==> src/rtl/trim_pkg.sv <==
// Shared types and helpers for the regulator trim calibrator.
package trim_pkg;

  localparam int TRIM_W = 4;

  // Signed trim as seen by the regulator, and the internal offset-binary search code.
  typedef logic signed [TRIM_W-1:0] trim_t;
  typedef logic        [TRIM_W-1:0] code_t;

  typedef enum logic [2:0] {
    ST_IDLE,
    ST_SETTLE,
    ST_DECIDE,
    ST_VERIFY_SETTLE,
    ST_VERIFY,
    ST_DONE
  } trim_state_e;

  // Search starts at mid-scale, which maps to trim 0.
  localparam code_t CODE_MID = code_t'(1) << (TRIM_W - 1);
  localparam code_t CODE_MIN = '0;
  localparam code_t CODE_MAX = '1;

  // Offset binary to two's complement: flipping the MSB recentres 0..15 onto -8..+7.
  function automatic trim_t code2trim(input code_t code);
    return trim_t'({~code[TRIM_W-1], code[TRIM_W-2:0]});
  endfunction

endpackage

==> src/rtl/settle_timer.sv <==
// Loadable down-counter that flags when the settle wait has elapsed.
// The count holds at zero, so it never wraps between loads.
module settle_timer #(
  parameter int W = 5
) (
  input  logic         clk,
  input  logic         rst_n,
  input  logic         load,
  input  logic [W-1:0] load_val,
  output logic         expired
);

  logic [W-1:0] count;

  // Reload on request, otherwise count down towards zero and stay there.
  always_ff @(posedge clk or negedge rst_n) begin
    // NOTE: sequential state uses non-blocking assignments so every flop samples pre-edge values.
    if (!rst_n) begin
      count <= '0;
    end else if (load) begin
      count <= load_val;
    end else if (count != '0) begin
      count <= count - 1'b1;
    end
  end

  assign expired = (count == '0);

endmodule

==> src/rtl/regulator_trim_ctrl.sv <==
// Regulator trim calibrator: SAR search over trim -8..+7 using a comparator
// fed back from the regulator, with a settle wait after every trim change.
// The result is the largest trim for which vout is not above target.
// A manual override forces trim directly and aborts any search.
//
// Build option TRIM_CTRL_CMP_SYNC_EN: when defined, cmp_above passes through a
// 2-flop synchronizer before use (SETTLE_CYCLES must then be at least 3; the
// synchronizer delay hides inside the settle wait, so latency is unchanged).
// When undefined, cmp_above must already be synchronous to clk.
module regulator_trim_ctrl
  import trim_pkg::*;
#(
  parameter int SETTLE_CYCLES = 16
) (
  input  logic              clk,
  input  logic              rst_n,
  input  logic              start,
  input  logic              cmp_above,
  input  logic              manual_en,
  input  logic [TRIM_W-1:0] manual_trim,
  output logic [TRIM_W-1:0] trim,
  output logic              busy,
  output logic              done,
  output logic              fail
);

  localparam int TIMER_W = $clog2(SETTLE_CYCLES + 1);
  localparam logic [TIMER_W-1:0] TIMER_RELOAD = TIMER_W'(SETTLE_CYCLES - 1);

  trim_state_e state;
  code_t       code;
  code_t       decide_code;
  logic [1:0]  bit_idx;
  logic        cmp_s;
  logic        timer_load;
  logic        timer_expired;

`ifdef TRIM_CTRL_CMP_SYNC_EN
  logic cmp_meta;

  // Two-flop synchronizer for the asynchronous comparator output.
  always_ff @(posedge clk or negedge rst_n) begin
    if (!rst_n) begin
      cmp_meta <= 1'b0;
      cmp_s    <= 1'b0;
    end else begin
      cmp_meta <= cmp_above;
      cmp_s    <= cmp_meta;
    end
  end
`else
  assign cmp_s = cmp_above;
`endif

  // The settle wait restarts whenever the trim driven to the regulator changes.
  assign timer_load = !manual_en &&
                      (((state == ST_IDLE) && start) || (state == ST_DECIDE));

  settle_timer #(
    .W (TIMER_W)
  ) u_settle_timer (
    .clk      (clk),
    .rst_n    (rst_n),
    .load     (timer_load),
    .load_val (TIMER_RELOAD),
    .expired  (timer_expired)
  );

  // Next search code: drop the bit under test if vout was high, then tentatively set the next lower bit.
  always_comb begin
    // NOTE: default assignment first so no path through this block can infer a latch.
    decide_code = code;
    if (cmp_s) begin
      decide_code[bit_idx] = 1'b0;
    end
    if (bit_idx != 2'd0) begin
      decide_code[bit_idx - 2'd1] = 1'b1;
    end
  end

  // Search FSM with registered trim, busy, done and fail.
  always_ff @(posedge clk or negedge rst_n) begin
    if (!rst_n) begin
      state   <= ST_IDLE;
      code    <= CODE_MID;
      bit_idx <= 2'd3;
      trim    <= code2trim(CODE_MID);
      busy    <= 1'b0;
      done    <= 1'b0;
      fail    <= 1'b0;
    end else begin
      done <= 1'b0;
      if (manual_en) begin
        // Override wins over everything; fail is left as the last search set it.
        trim  <= manual_trim;
        busy  <= 1'b0;
        state <= ST_IDLE;
      end else begin
        case (state)
          ST_IDLE: begin
            if (start) begin
              code    <= CODE_MID;
              trim    <= code2trim(CODE_MID);
              bit_idx <= 2'd3;
              fail    <= 1'b0;
              busy    <= 1'b1;
              state   <= ST_SETTLE;
            end
          end
          ST_SETTLE: begin
            if (timer_expired) begin
              state <= ST_DECIDE;
            end
          end
          ST_DECIDE: begin
            code <= decide_code;
            trim <= code2trim(decide_code);
            if (bit_idx != 2'd0) begin
              bit_idx <= bit_idx - 2'd1;
              state   <= ST_SETTLE;
            end else begin
              state <= ST_VERIFY_SETTLE;
            end
          end
          ST_VERIFY_SETTLE: begin
            if (timer_expired) begin
              state <= ST_VERIFY;
            end
          end
          ST_VERIFY: begin
            // Result pinned at a range edge means the target lies outside the trim range.
            fail  <= ((code == CODE_MIN) && cmp_s) || ((code == CODE_MAX) && !cmp_s);
            state <= ST_DONE;
          end
          ST_DONE: begin
            done  <= 1'b1;
            busy  <= 1'b0;
            state <= ST_IDLE;
          end
          default: begin
            state <= ST_IDLE;
          end
        endcase
      end
    end
  end

endmodule

==> config.mk <==
export PLATFORM = sky130hd
export DESIGN_NAME = regulator_trim_ctrl
export DESIGN_NICKNAME = d
export VERILOG_FILES = /design/src/rtl/trim_pkg.sv /design/src/rtl/settle_timer.sv /design/src/rtl/regulator_trim_ctrl.sv
export SDC_FILE = /design/constraint.sdc
export NUM_CORES = 1
export LEC_CHECK = 0
export BUFFER_PORTS_ARGS = -buffer_cell sky130_fd_sc_hd__buf_2
export CAP_MARGIN = 25
export CORE_MARGIN = 2
export CORE_UTILIZATION = 50
export DETAILED_ROUTE_END_ITERATION = 8
export GPL_ROUTABILITY_DRIVEN = 0
export PLACE_DENSITY = 0.71
export SETUP_SLACK_MARGIN = 0.1
export SKIP_CTS_REPAIR_TIMING = 1
export SYNTH_ARGS = -nofsm -noshare
export SYNTH_HDL_FRONTEND = slang
export SYNTH_SLANG_ARGS = --single-unit
==> constraint.sdc <==
create_clock -name clk -period 3.5 [get_ports clk]
set_input_delay 0.525 -clock clk [delete_from_list [all_inputs] [get_ports clk]]
set_output_delay 0.525 -clock clk [all_outputs]
set_load 0.05 [all_outputs]
==> results.py, run 1 <==
metrics = {
    "grt": {
        "grt_pass1_wl_mm": 3.68,
        "grt_max_degree": 22,
        "first_global_vias": 816,
        "antenna_found_initial": 0,
        "overflow": 0,
        "grtUsageTotal_pct": 19.0,
    },
    "detailed_routing": {
        "vias_per_cell": 5.47,
        "firstDrtPassIters": 4,
        "drc": 0,
        "drt-initial-drc-count": 16,
        "drt-total-wl_mm": 2.05,
        "avgRoutedWirePerCell_um": 13.4,
        "drtAntennaViolNets": 0,
        "vias": 837,
    },
    "clock_network": {
        "clkTransAtPathRegs_ps": 110,
        "cts-root-buf": "clkbuf_4",
        "clock_path_buffers": 2,
        "numCtsBuffers": 3,
        "tritoncts": "yes",
        "clock_sinks": 21,
        "htreeDepth": 1,
        "worstSkewPairLatency_ps": 300,
    },
    "setup_path": {
        "cp_slowest_stage_delay_ps": 590,
        "worstSetupEndpointType": "flip-flop",
        "path_max_fanout": 6,
        "rr_startpoint": "bit_idx[0]",
        "cp.arrival_ps": 1930,
        "crit_slowest_cell": "dfstp_2",
        "crit_required_ps": 3690,
        "cp-startpoint": "bit_idx[0]",
        "critical_path_class": "reg2reg",
        "r2r_slack_ps": 1760,
        "start_kind": "flip-flop",
        "cp_num_buf_inv": 1,
        "cpLargestDelayFamily": "flip-flops",
        "path_cells": "inv_1 > ha_1 > nor2b_1 > o21ai_0 > a21oi_1 > a221o_1",
    },
    "sta": {
        "rsz0062_at_grt": "no",
        "hold_slack_ps": 143,
        "relSlewSlack_pct": 68.0,
        "setup_viol": 0,
        "max_freq_mhz": 575,
        "setup_slack_ps": 1760,
        "final_max_slew_viol_count": 0,
        "worstMarginPinSlew_ps": 478,
        "fin_crit_sh_pct": 49.7,
        "period_minus_slack_ps": 1740,
        "fin_setup_tns_ps": 0,
        "clock_skew_ps": 4.68,
        "hold_violations": 0,
    },
    "final_layout": {
        "utilization_pct": 56.3,
        "design_area_um2": 1220,
        "final_cells": 153,
        "syn_to_final_growth_pct": 9.04,
        "n_antenna_cell": 0,
        "final_nets": 140,
        "drive_above_1_share_pct": 24.0,
    },
    "run_status": {
        "status": "complete, no violations",
    },
    "place": {
        "dp_hpwl_mm": 1.55,
        "dpl_cell_area_um2": 1200,
        "dp.cells": 149,
        "post-place-ws_ps": 1780,
        "io_buffers": 15,
    },
    "floorplanning": {
        "io_pins": 16,
        "initial_utilization_pct": 51.7,
        "core_um2": 2170,
        "dieArea_um2": 2640,
        "die_w_um": 51.4,
        "std_cell_rows": 17,
        "die_h_um": 51.4,
    },
    "pwr": {
        "power_uw": 566,
        "power_density_nw_per_um2": 463,
        "p_leak_nw": 0.608,
        "irDropWorstVdd_v": 0.000214,
    },
    "yosys": {
        "synth_edf_count": 0,
        "yosys_warnings": 0,
        "synth_nets": 125,
        "syn_inst": 111,
        "synthesis.area_um2": 1120,
        "async_flop_share_pct": 100,
        "synth.avg_cell_area_um2": 10.1,
        "synth_cell_types": 41,
        "ys_seq_elements": 21,
        "seq_area_frac_synth_pct": 47.2,
        "ys_dominant_reg_cell": "dfrtp_1",
    },
    "min_path": {
        "min_path_type": "in2async",
    },
    "run": {
        "maxCapViolCount": 0,
    },
}
-- power breakdown --
part	internal (mW)	switching, mW	leakage [nW]
Clock	0.0445	0.0712	0.0150
Combinational	0.0618	0.0798	0.331
Sequential	0.276	0.0323	0.261
Total	0.383	0.183	0.608
-- registers in the layout, indices dropped and copies added (netlist names) --
register,count
done,1
code,4
fail,1
busy,1
bit_idx,2
trim,4
u_settle_timer.count,5
state,3
-- Yosys cell counts, drive strengths merged (2+ instances only) --
master  count  area, um2
o211ai      2       15.0
a21o        4       30.0
dfstp       3       78.8
inv         6       22.5
buf         5       35.0
o21ai       4       20.0
a21oi       8       40.0
ha          5       62.6
nor2b       3       18.8
nor3        5       35.0
dfrtp      18        450
nor2        7       26.3
nand2b      2       12.5
a221o       3       30.0
nand2      15       58.8
-- area by class of cell --
| cell class | count | area (um2) |
|---|---|---|
| fill | 201 | 947 |
| multi-input combinational | 79 | 534 |
| sequential | 21 | 529 |
| timing repair buffer | 15 | 75.1 |
| tap | 28 | 35.0 |
| clock buffer | 4 | 26.3 |
| inverter | 6 | 22.5 |
-- per-layer routing --
| metal | global-route usage (%) | vias up | routed length (um) |
|---|---|---|---|
| met3 | 2.63 | 4 | 42 |
| met1 | 26.4 | 410 | 953 |
| met4 | 9.21 | 0 | 41 |
| met2 | 29.2 | 8 | 1010 |
| met5 | 0 | - | 0 |
| li1 | - | 415 | - |
-- cell usage in the layout, fill, tap and decap left out, drive strengths merged, types with 2 or more instances in the layout --
cell type and instances:
dfrtp 18, buf 15, nand2 15, a21oi 8, nor2 7, inv 6
ha 5, nor3 5, o21ai 4, a21o 4, clkbuf 4, nor2b 3
a221o 3, dfstp 3, nand2b 2, o211ai 2
-- worst paths after layout --
path	end	depth (start not counted)
min in group clk	trim[1]	2
worst max register to register	trim[0]	6
worst max-delay path	trim[0]	6
max in group asynchronous	code[3]	1
worst min-delay path	fail	1
worst min register to register	trim[0]	1
-- logic make-up after synthesis --
family                     count (synthesis)  share of synthesized area [%]
adders and majority gates                  5                           5.58
DFF                                       21                           47.2
xor gates and xnor gates                   2                           1.56
muxes                                      1                          0.893
AOI/OAI and AO/OA                         27                           17.0
and+or+nand+nor                           44                           22.7
buffers and inverters                     11                           5.13
Note: power is estimated with default switching activity, not from simulation.
==> run 2, diff against run 1 <==
Clock period 3.5 ns to 1.8 ns, I/O delays scaled along.
==> run 2 against run 1 <==
Effect of this change:
- via count is 1.1% higher
- cell count is 3.9% higher
- design area is 4.9% higher
- global-route usage is 0.27 points lower
- largest cell class unchanged
==> results.py, run 2 (synthesis gave the netlist of run 1 again) <==
metrics = {
    "run_status": {
        "status": "complete, no violations",
    },
    "setup_path": {
        "crit_slowest_cell": "nor4b_4",
        "start_kind": "flip-flop",
        "cp_num_buf_inv": 1,
        "cpLargestDelayFamily": "simple AND/OR/NAND/NOR gates",
        "worstSetupEndpointType": "flip-flop",
        "cp.arrival_ps": 1760,
        "critical_path_class": "reg2reg",
        "cp_slowest_stage_delay_ps": 410,
        "path_max_fanout": 6,
        "path_cells": "inv_1 > ha_1 > nor4b_4 > xor2_1 > a21oi_1 > nor3_2",
        "crit_required_ps": 1990,
    },
    "pwr": {
        "p_clk_share_pct": 20.5,
        "power_mw": 1.11,
        "internal-power_uw": 749,
        "seqPwrFrac_pct": 54.1,
        "power_density_nw_per_um2": 863,
        "p_leak_nw": 0.630,
        "comb_power_share_pct": 25.4,
        "irDropWorstVdd_v": 0.000422,
        "switching_share_pct": 32.3,
        "netSwitchingPower_uw": 357,
    },
    "final_layout": {
        "final_common_cell": "dfrtp_1",
        "final_nets": 146,
        "syn_to_final_growth_pct": 14.4,
        "drive_above_1_share_pct": 28.2,
        "largest_registers": "u_settle_timer.count (5), code (4), trim (4)",
        "final_cells": 159,
        "regArea_um2": 529,
        "final_cell_mix": "18 x dfrtp_1, 15 x buf_2, 14 x nand2_1",
        "fillers": 189,
        "n_antenna_cell": 0,
        "utilization_pct": 59.1,
        "top_register": "u_settle_timer.count",
        "multi_input_area_um2": 547,
        "largest_reg_flops": 5,
    },
    "sta": {
        "max_freq_mhz": 635,
        "relSlewSlack_pct": 69.2,
        "period_minus_slack_ps": 1580,
        "worstMarginPinSlew_ps": 462,
        "rsz0062_at_grt": "no",
        "hold_violations": 0,
        "fin_crit_sh_pct": 87.5,
        "fin_setup_tns_ps": 0,
        "setup_viol": 0,
        "clock_skew_ps": 2.05,
        "final_max_slew_viol_count": 0,
    },
    "clock_network": {
        "tritoncts": "yes",
        "clock_path_buffers": 2,
        "worstSkewPairLatency_ps": 300,
        "clkTransAtPathRegs_ps": 120,
        "cts-root-buf": "clkbuf_4",
        "htreeDepth": 1,
        "numCtsBuffers": 3,
        "clock_sinks": 21,
    },
    "grt": {
        "first_global_vias": 806,
        "overflow": 0,
        "grtUsageTotal_pct": 18.7,
        "antenna_found_initial": 0,
        "grt_max_degree": 22,
        "grt_pass1_wl_mm": 3.66,
    },
    "min_path": {
        "min_path_type": "in2reg",
    },
    "detailed_routing": {
        "firstDrtPassIters": 4,
        "avgRoutedWirePerCell_um": 13.5,
        "drc": 0,
        "vias_per_cell": 5.32,
        "drt-initial-drc-count": 8,
        "drtAntennaViolNets": 0,
        "vias": 846,
        "drt-total-wl_mm": 2.14,
    },
    "run": {
        "maxCapViolCount": 0,
    },
    "floorplanning": {
        "die_h_um": 51.4,
        "initial_utilization_pct": 51.7,
        "dieArea_um2": 2640,
        "io_pins": 16,
        "std_cell_rows": 17,
        "die_w_um": 51.4,
        "core_um2": 2170,
    },
    "place": {
        "io_buffers": 15,
        "dp_hpwl_mm": 1.52,
        "dp.cells": 151,
    },
}
[run 2: worst paths after layout]
check                                   startpoint    endpoint  slack [ps]  cells past startpoint
setup / recovery           u_settle_timer.count[0]    state[1]         220                      6
hold / removal                      manual_trim[0]     trim[0]         200                      2
setup reg to reg           u_settle_timer.count[0]    state[1]         220                      6
hold reg to reg                            trim[0]     trim[0]         520                      1
max in group asynchronous                    rst_n  bit_idx[1]        1020                      2
min in group asynchronous                    rst_n        fail         440                      2
[run 2: metal layers]
layer | GRT usage [%] | vias up | routed length (um)
li1 | - | 429 | -
met1 | 26.7 | 403 | 1030
met2 | 28.6 | 10 | 1040
met3 | 2.63 | 4 | 37
met4 | 7.89 | 0 | 31
met5 | 0 | - | 0
[run 2: layout make-up]
type                    instances  share of cell area [%]
clock buffers                   4                    2.05
inverters                       6                    1.76
multi-input cells              79                    42.6
flip-flops and latches         21                    41.3
well taps                      28                    2.73
repair buffers                 21                    9.56
[run 2: power groups by stage]
| stage | sequential, mW | combinational [mW] | clock, mW |
|---|---|---|---|
| after detailed placement | 0.608 | 0.281 | 0 |
| final | 0.598 | 0.281 | 0.227 |
| after global placement | 0.603 | 0.273 | 0 |
| after floorplan | 0.630 | 0.185 | 0 |
| after global routing | 0.613 | 0.313 | 0.259 |
| after CTS | 0.599 | 0.283 | 0.235 |
[run 2: through the flow]
stage	hold WS [ps]	setup slack [ps]	area, um2
finish	199	224	1280
global route	185	112	1280
CTS	-85.2	83.1	1240
detailed placement	256	97.2	1210
global placement	253	156	1210
floorplan	-25.6	210	1120
==> run 3, diff against run 2 <==
Settings changed: PLACE_DENSITY 0.71 to 0.74.
Clock period 1.8 ns to 1.4 ns, I/O delays scaled along.
==> run 3 against run 2 <==
Effect of this change:
- the flow now finishes with violations (setup timing)
- wire length is 14% higher
- register-to-register slack worse by 300 ps
- clock skew is 1.5 ps lower
- first-iteration DRC count is 75% higher
- combinational power is 86% higher
- cell count is 10% higher
- design area is 18% higher
- non-clock buffer count is 16 higher
- hold slack worse by 70 ps
- die area stayed put
- critical path type unchanged
- largest cell class unchanged
- highest routed layer unchanged
==> results.py, run 3 (synthesis gave the netlist of run 1 again) <==
metrics = {
    "grt": {
        "overflow": 0,
        "antenna_found_initial": 0,
        "grt_pass1_wl_mm": 3.92,
        "grtUsageTotal_pct": 20.3,
        "first_global_vias": 887,
        "grt_max_degree": 22,
    },
    "sta": {
        "fin_setup_tns_ps": -297,
        "max_freq_mhz": 676,
        "rsz0062_at_grt": "yes",
        "relSlewSlack_pct": 69.1,
        "final_max_slew_viol_count": 0,
        "clock_skew_ps": 0.539,
        "hold_violations": 0,
        "setup_slack_ps": -78.7,
        "worstMarginPinSlew_ps": 464,
        "period_minus_slack_ps": 1480,
        "fin_crit_sh_pct": 106,
        "setup_viol": 8,
    },
    "clock_network": {
        "worstSkewPairLatency_ps": 310,
        "numCtsBuffers": 3,
        "clock_sinks": 21,
        "htreeDepth": 1,
        "tritoncts": "yes",
        "clkTransAtPathRegs_ps": 120,
        "cts-root-buf": "clkbuf_4",
        "clock_path_buffers": 2,
    },
    "setup_path": {
        "cp_slowest_stage_delay_ps": 580,
        "cp.arrival_ps": 1680,
        "crit_slowest_cell": "dfstp_2",
        "critical_path_class": "reg2reg",
        "worstSetupEndpointType": "flip-flop",
        "start_kind": "flip-flop",
        "cpLargestDelayFamily": "flip-flops",
        "crit_required_ps": 1610,
        "path_cells": "inv_2 > ha_4 > nor2b_1 > o21ai_1 > a21oi_2 > a221o_1",
        "path_max_fanout": 3,
        "cp_num_buf_inv": 1,
    },
    "final_layout": {
        "n_antenna_cell": 0,
        "final_nets": 162,
        "design_area_um2": 1520,
        "drive_above_1_share_pct": 49.7,
        "top_register": "u_settle_timer.count",
        "largest_registers": "u_settle_timer.count (5), code (4), trim (4)",
        "final_common_cell": "buf_4",
        "fillers": 172,
        "utilization_pct": 69.8,
        "syn_to_final_growth_pct": 35.2,
        "final_cell_mix": "20 x buf_4, 15 x dfrtp_1, 15 x buf_2",
        "largest_reg_flops": 5,
    },
    "pwr": {
        "internal-power_mw": 1.07,
        "seqPwrFrac_pct": 48.7,
        "switching_share_pct": 33.4,
        "irDropWorstVdd_v": 0.000700,
        "power_density_nw_per_um2": 1060,
        "netSwitchingPower_uw": 535,
        "p_clk_share_pct": 18.6,
        "p_leak_nw": 0.716,
        "comb_power_share_pct": 32.7,
        "power_mw": 1.60,
    },
    "place": {
        "io_buffers": 15,
        "post-place-ws_ps": -58.2,
        "dpl_cell_area_um2": 1330,
        "dp_hpwl_mm": 1.71,
    },
    "detailed_routing": {
        "drt-total-wl_mm": 2.45,
        "drt-initial-drc-count": 14,
        "vias_per_cell": 5.25,
        "drc": 0,
        "drtAntennaViolNets": 0,
        "firstDrtPassIters": 4,
        "vias": 919,
        "avgRoutedWirePerCell_um": 14.0,
    },
    "floorplanning": {
        "std_cell_rows": 17,
        "io_pins": 16,
        "core_um2": 2170,
        "dieArea_um2": 2640,
        "initial_utilization_pct": 51.7,
        "die_h_um": 51.4,
        "die_w_um": 51.4,
    },
    "run": {
        "maxCapViolCount": 0,
    },
    "run_status": {
        "violations": "setup timing",
        "status": "finished, violations left",
    },
    "min_path": {
        "min_path_type": "in2reg",
    },
}
==> run 3: metal layers <==
| layer | track usage, % | vias to the layer above | wire length (um) |
|---|---|---|---|
| li1 | - | 463 | - |
| met1 | 25.8 | 446 | 1090 |
| met2 | 33.8 | 8 | 1290 |
| met3 | 6.14 | 2 | 59 |
| met4 | 5.26 | 0 | 17 |
| met5 | 0 | - | 0 |
==> run 3: metrics by stage <==
stage / hold slack (ps) / cells
after global routing: 120 / 175
after detailed placement: 189 / 163
after floorplan: -85.6 / 111
after global placement: 188 / 163
after CTS: -155 / 167
final: 128 / 175
==> run 3: final cells by class <==
cell class              count  area [um2]  area share [%]
clock buffers               3        22.5            1.49
repair buffers             37         246            16.3
clock inverters             1        5.00           0.330
well taps                  28        35.0            2.31
inverters                   6        25.0            1.65
flip-flops and latches     21         533            35.2
multi-input cells          79         648            42.8
==> run 3: power groups by stage <==
stage | registers, mW | logic, mW | clock network (mW)
6_report | 0.779 | 0.523 | 0.298
3_5_place_dp | 0.783 | 0.446 | 0
2_1_floorplan | 0.815 | 0.269 | 0
4_1_cts | 0.775 | 0.446 | 0.308
5_1_grt | 0.791 | 0.566 | 0.334
3_3_place_gp | 0.777 | 0.421 | 0
==> run 3: final timing paths <==
path                                start       end  slack (ps)  cells after the start
hold reg to reg                  state[2]  state[1]         530                      1
max in group asynchronous           rst_n   code[3]         690                      2
setup reg to reg               bit_idx[0]   trim[0]         -80                      6
min in group asynchronous           rst_n      done         370                      2
setup / recovery               bit_idx[0]   trim[0]         -80                      6
hold / removal             manual_trim[0]   trim[0]         130                      2
==> run 3: worst reg2reg max path, cell delays in order (launching register included) <==
cell,delay (ps)
dfstp_2,580
inv_2,60
ha_4,150
nor2b_1,120
o21ai_1,140
a21oi_2,80
a221o_1,250
